<file path="src/rtl/matrix_pkg.sv">
// Shared definitions for the matrix RAM arbiter and the matrix-multiply control unit.
package matrix_pkg;

  localparam int DATA_W_DEF = 32;
  localparam int RAM_D_DEF  = 512;

  localparam logic [1:0] OWNER_NONE = 2'd0;
  localparam logic [1:0] OWNER_P0   = 2'd1;
  localparam logic [1:0] OWNER_P1   = 2'd2;

  typedef enum logic [1:0] {
    ARB_IDLE = 2'd0,
    ARB_OWN0 = 2'd1,
    ARB_OWN1 = 2'd2
  } arb_state_e;

  // Returns the winning port index; on a tie the port that did not own last wins.
  function automatic logic rr_pick(input logic r0, input logic r1, input logic last_owner);
    if (r0 && r1) return ~last_owner;
    else if (r1)  return 1'b1;
    else          return 1'b0;
  endfunction

endpackage

</file>
<file path="src/rtl/ram_port_arbiter.sv">
// Two-port round-robin arbiter for the single-port matrix RAM, with bounded hold,
// optional burst lock and one-cycle read-data steering back to the issuing port.
module ram_port_arbiter
  import matrix_pkg::*;
#(
  parameter int data_w    = DATA_W_DEF,
  parameter int ram_d     = RAM_D_DEF,
  parameter int ram_add_w = $clog2(ram_d),
  parameter int max_hold  = 16
) (
  input  logic                 clk,
  input  logic                 rst,
  input  logic                 req0,
  input  logic                 req1,
  input  logic                 lock0,
  input  logic                 lock1,
  input  logic                 we0,
  input  logic                 we1,
  input  logic [ram_add_w-1:0] addr0,
  input  logic [ram_add_w-1:0] addr1,
  input  logic [data_w-1:0]    wdata0,
  input  logic [data_w-1:0]    wdata1,
  output logic                 gnt0,
  output logic                 gnt1,
  output logic                 rvalid0,
  output logic                 rvalid1,
  output logic [data_w-1:0]    rdata0,
  output logic [data_w-1:0]    rdata1,
  output logic                 ram_we,
  output logic [ram_add_w-1:0] ram_addr,
  output logic [data_w-1:0]    ram_w_data,
  input  logic [data_w-1:0]    ram_r_data,
  output logic [1:0]           owner
);

  localparam int HOLD_W = $clog2(max_hold + 1);
  localparam logic [HOLD_W-1:0] HOLD_LAST = HOLD_W'(max_hold - 1);

  arb_state_e            state, state_nx;
  logic                  last_owner;
  logic [HOLD_W-1:0]     hold_cnt, hold_nx;
  logic                  acc0, acc1;
  logic                  rd_pend0, rd_pend1;
  logic [ram_add_w-1:0]  addr_q;
  logic [data_w-1:0]     wdata_q;

  assign gnt0 = (state == ARB_OWN0);
  assign gnt1 = (state == ARB_OWN1);
  assign acc0 = gnt0 && req0;
  assign acc1 = gnt1 && req1;

  always_comb begin
    owner = OWNER_NONE;
    if (gnt0) owner = OWNER_P0;
    if (gnt1) owner = OWNER_P1;
  end

  // When nobody accesses, the RAM sees the last address/data with write disabled.
  always_comb begin
    ram_we     = 1'b0;
    ram_addr   = addr_q;
    ram_w_data = wdata_q;
    if (acc0) begin
      ram_we     = we0;
      ram_addr   = addr0;
      ram_w_data = wdata0;
    end else if (acc1) begin
      ram_we     = we1;
      ram_addr   = addr1;
      ram_w_data = wdata1;
    end
  end

  assign rvalid0 = rd_pend0;
  assign rvalid1 = rd_pend1;
  assign rdata0  = rd_pend0 ? ram_r_data : '0;
  assign rdata1  = rd_pend1 ? ram_r_data : '0;

  always_comb begin
    state_nx = state;
    case (state)
      ARB_IDLE: begin
        if (req0 || req1)
          state_nx = rr_pick(req0, req1, last_owner) ? ARB_OWN1 : ARB_OWN0;
      end
      ARB_OWN0: begin
        if (!req0)
          state_nx = req1 ? ARB_OWN1 : ARB_IDLE;
        else if (req1 && !lock0 && hold_cnt == HOLD_LAST)
          state_nx = ARB_OWN1;
      end
      ARB_OWN1: begin
        if (!req1)
          state_nx = req0 ? ARB_OWN0 : ARB_IDLE;
        else if (req0 && !lock1 && hold_cnt == HOLD_LAST)
          state_nx = ARB_OWN0;
      end
      default: state_nx = ARB_IDLE;
    endcase
  end

  // Hold counts only contended access cycles of an unchanged owner, saturating.
  always_comb begin
    hold_nx = '0;
    if (state_nx == state && ((acc0 && req1) || (acc1 && req0)))
      hold_nx = (hold_cnt == HOLD_LAST) ? hold_cnt : hold_cnt + 1'b1;
  end

  always_ff @(posedge clk or posedge rst) begin
    if (rst) begin
      state      <= ARB_IDLE;
      last_owner <= 1'b1;
      hold_cnt   <= '0;
      rd_pend0   <= 1'b0;
      rd_pend1   <= 1'b0;
      addr_q     <= '0;
      wdata_q    <= '0;
    end else begin
      state    <= state_nx;
      hold_cnt <= hold_nx;
      if (state_nx == ARB_OWN0)      last_owner <= 1'b0;
      else if (state_nx == ARB_OWN1) last_owner <= 1'b1;
      rd_pend0 <= acc0 && !we0;
      rd_pend1 <= acc1 && !we1;
      addr_q   <= ram_addr;
      wdata_q  <= ram_w_data;
    end
  end

endmodule

</file>
<file path="config.mk">
export PLATFORM = sky130hd
export DESIGN_NAME = ram_port_arbiter
export DESIGN_NICKNAME = d
export VERILOG_FILES = /design/src/rtl/matrix_pkg.sv /design/src/rtl/ram_port_arbiter.sv
export SDC_FILE = /design/constraint.sdc
export NUM_CORES = 1
export LEC_CHECK = 0
export CAP_MARGIN = 15
export CORE_AREA = 2 2 113 93
export CTS_BUF_LIST = sky130_fd_sc_hd__clkbuf_16
export DETAILED_ROUTE_END_ITERATION = 10
export DIE_AREA = 0 0 115 95
export GPL_TIMING_DRIVEN = 0
export PLACE_DENSITY_LB_ADDON = 0.2
export SLEW_MARGIN = 40
export SYNTH_ARGS = -nofsm -noshare
export SYNTH_HDL_FRONTEND = slang
export SYNTH_SLANG_ARGS = --single-unit
</file>
<file path="constraint.sdc">
create_clock -name clk -period 2.2 [get_ports clk]
set_clock_uncertainty 0.1 [all_clocks]
set_input_delay 0.33 -clock clk [delete_from_list [all_inputs] [get_ports clk]]
set_output_delay 0.33 -clock clk [all_outputs]
set_load 0.02 [all_outputs]
</file>
==> reports/qor.yml <==
yosys:
  synth_top_family_by_area: "simple AND/OR/NAND/NOR gates"
  yosysWarnings: 0
  yosys_register_bits: 51
  synth_top_cell_by_area: "dfrtp_1"
  netlist_area_um2: 2880
  synth_cell_types: 30
  avgSynthCellArea_um2: 8.09
  syn-num-nets: 481
  postSynthCellCount: 356
  seq_area_frac_synth: 0.444
  synth.area.top_cells: "dfrtp_1 43%, and2_1 14%, nand2_1 11%, a31oi_1 8.9%, nor2_1 5.9%"
  synth_fa_ha_area_frac: 0.0130
  synth_xor_area_frac: 0.00912
  synthMuxAreaShare: 0.00695
  synthSimpleGateAreaFrac: 0.352
  synth_compound_area_frac: 0.113
  synth_top_area_frac: 0.434
setup_path:
  crit_fanout: 7
  reg2regPathDepth: 8
  crit_start: "state[0]"
  r2r_end: "last_owner"
  worstSetupPathType: "flop to output pin"
  cp-start-kind: "flop"
  worstPathArrival_ps: 1770
  crit_path_end: "ram_addr[0]"
  r2r-start: "hold_cnt[1]"
  r2r_setup_slack_ps: 130
  cp-end-kind: "output pin"
  cp.required_ps: 1770
flow_run:
  cap_violations: 0
detailed_routing:
  wl_um: 12200
  ant_nets: 0
  dr.pass1.iters: 4
  drt_drc_violations_left: 0
  vias_per_cell: 4.78
  drt_iter0_markers: 76
  routedWlPerCell_um: 16.4
  dr_total_vias: 3547
global_routing:
  grt_use_total: 0.204
  grt_max_degree: 34
  grt_pass1_vias: 3439
  grt_pass1_wl_um: 17600
  overflow: 0
  antenna_found_initial: 0
finish:
  final_layout_size_suffix_gt1_frac: 0.294
  fin_util: 0.634
  design_area_um2: 6280
  layout.nets: 744
  antennaDiodeCount: 0
  final_common_cell: "clkdlybuf4s50_1"
  final_cell_mix: "178 x clkdlybuf4s50_1, 66 x nand2_1, 64 x and2_1"
  syn2layout_area_growth_pct: 118
placed_design:
  detailed_place_hpwl_um: 8760
  gp_congestion: 0.792
  post-place-ws_ps: -710
  port_buffers: 233
  place_area_um2: 5390
sta:
  hold_viol: 0
  setup_ws_ps: 0.362
  whs_ps: 245
  clock.fmax_mhz: 455
  tightest_slew_ps: 454
  min_period_ps: 2200
  slew_headroom: 0.697
  setup-violations-final: 0
  rsz0062_at_grt: "yes"
  finalCritPeriodShare: 1.00
  drv_slew: 0
  tns_ps: 0
clocking:
  cts.sinks: 51
  tritoncts: "built"
  worst_skew_pair.late_latency_ps: 290
  cts_root_buf: "clkbuf_16"
  hold_buffers: 0
  htree_levels: 2
  clock_path_buffers: 2
  clk_pin_slew_ps: 70
  cts_buffers: 5
die:
  rows: 33
  die-height_um: 95
  die_w_um: 115
  start_util: 0.291
  die_area_um2: 10900
  fp.coreArea_um2: 9910
  io_pins: 234
status:
  outcome: "complete, no violations"
hold_path:
  min_path_type: "input pin to asynchronous set/reset pin"
pwr:
  max-vdd-ir-drop_v: 0.000816
  p_per_area_nw_per_um2: 1070
  leakagePower_nw: 2.80
state kept, by name, indices dropped and copies added, names as in the netlist:
register,flops
rvalid0,1
last_owner,1
state,2
wdata_q,32
rvalid1,1
hold_cnt,5
addr_q,9
synth_stat cells:
cell	n
a211o_1	1
a211oi_1	1
a21boi_0	1
a21oi_1	2
a22oi_1	1
a31oi_1	41
a32o_1	1
and2_1	64
and3_1	1
and3b_1	1
buf_2	12
buf_4	4
buf_6	4
clkbuf_1	9
dfrtp_1	50
dfstp_2	1
ha_1	3
inv_1	3
mux2i_1	2
nand2_1	86
nand2b_1	3
nand3b_1	3
nand4b_1	1
nor2_1	45
nor2b_1	5
nor3_1	5
o21ai_0	1
o22ai_1	2
xnor2_1	1
xor2_1	2
layout make-up:
class	instances	area [um2]
inverter	3	13.8
multi-input combinational	273	1900
clock inverter	3	23.8
tap	122	153
buffer	27	250
sequential	51	1280
clock buffer	5	125
fill	851	3630
timing repair buffer	258	2540
routing by layer:
| layer | routed length (um) | vias up | track usage |
|---|---|---|---|
| met1 | 4660 | 1682 | 0.230 |
| li1 | - | 1696 | - |
| met4 | 220 | 0 | 0.0472 |
| met5 | 0 | - | 0 |
| met2 | 6350 | 150 | 0.381 |
| met3 | 970 | 19 | 0.0591 |
metrics by stage:
| step | power (mW) | std cells |
|---|---|---|
| floorplan | 3.32 | 356 |
| global placement | 4.98 | 711 |
| detailed placement | 5.03 | 712 |
| CTS | 6.07 | 729 |
| global route | 7.14 | 742 |
| finish | 6.75 | 742 |
critical path: stages (launching register included):
cell and delay, ps:
dfrtp_2 450, and3b_2 290, buf_4 160, buf_6 120, nand2_1 70, a31oi_2 210, buf_4 180
where the power goes:
group | internal [mW] | switching, mW | total (mW)
clock network | 0.428 | 0.361 | 0.789
registers | 1.36 | 0.135 | 1.50
logic | 2.17 | 2.30 | 4.46
worst min path at each step:
stage,slack [ps],from,to
6_report,250,rst,wdata_q[9]
5_1_grt,260,rst,wdata_q[8]
4_1_cts,240,rst,wdata_q[11]
3_5_place_dp,370,last_owner,last_owner
3_3_place_gp,370,last_owner,last_owner
2_1_floorplan,300,we0,rvalid0
kinds of logic after synthesis:
kind of cell	count (synthesis)
adder cells (fa/ha/maj)	3
XOR/XNOR	3
AO/OA/AOI/OAI	51
buffers and inverters	32
AND/OR/NAND/NOR	214
flip-flops	51
multiplexers	2
what timing repair did:
action,in CTS,in global routing
gates resized for setup,314,97
hold endpoints to repair,0,0
cloned,3,2
pin swaps,14,28
setup buffers,7,12
setup endpoints to repair,104,88
(Power assumes the default switching activity.)
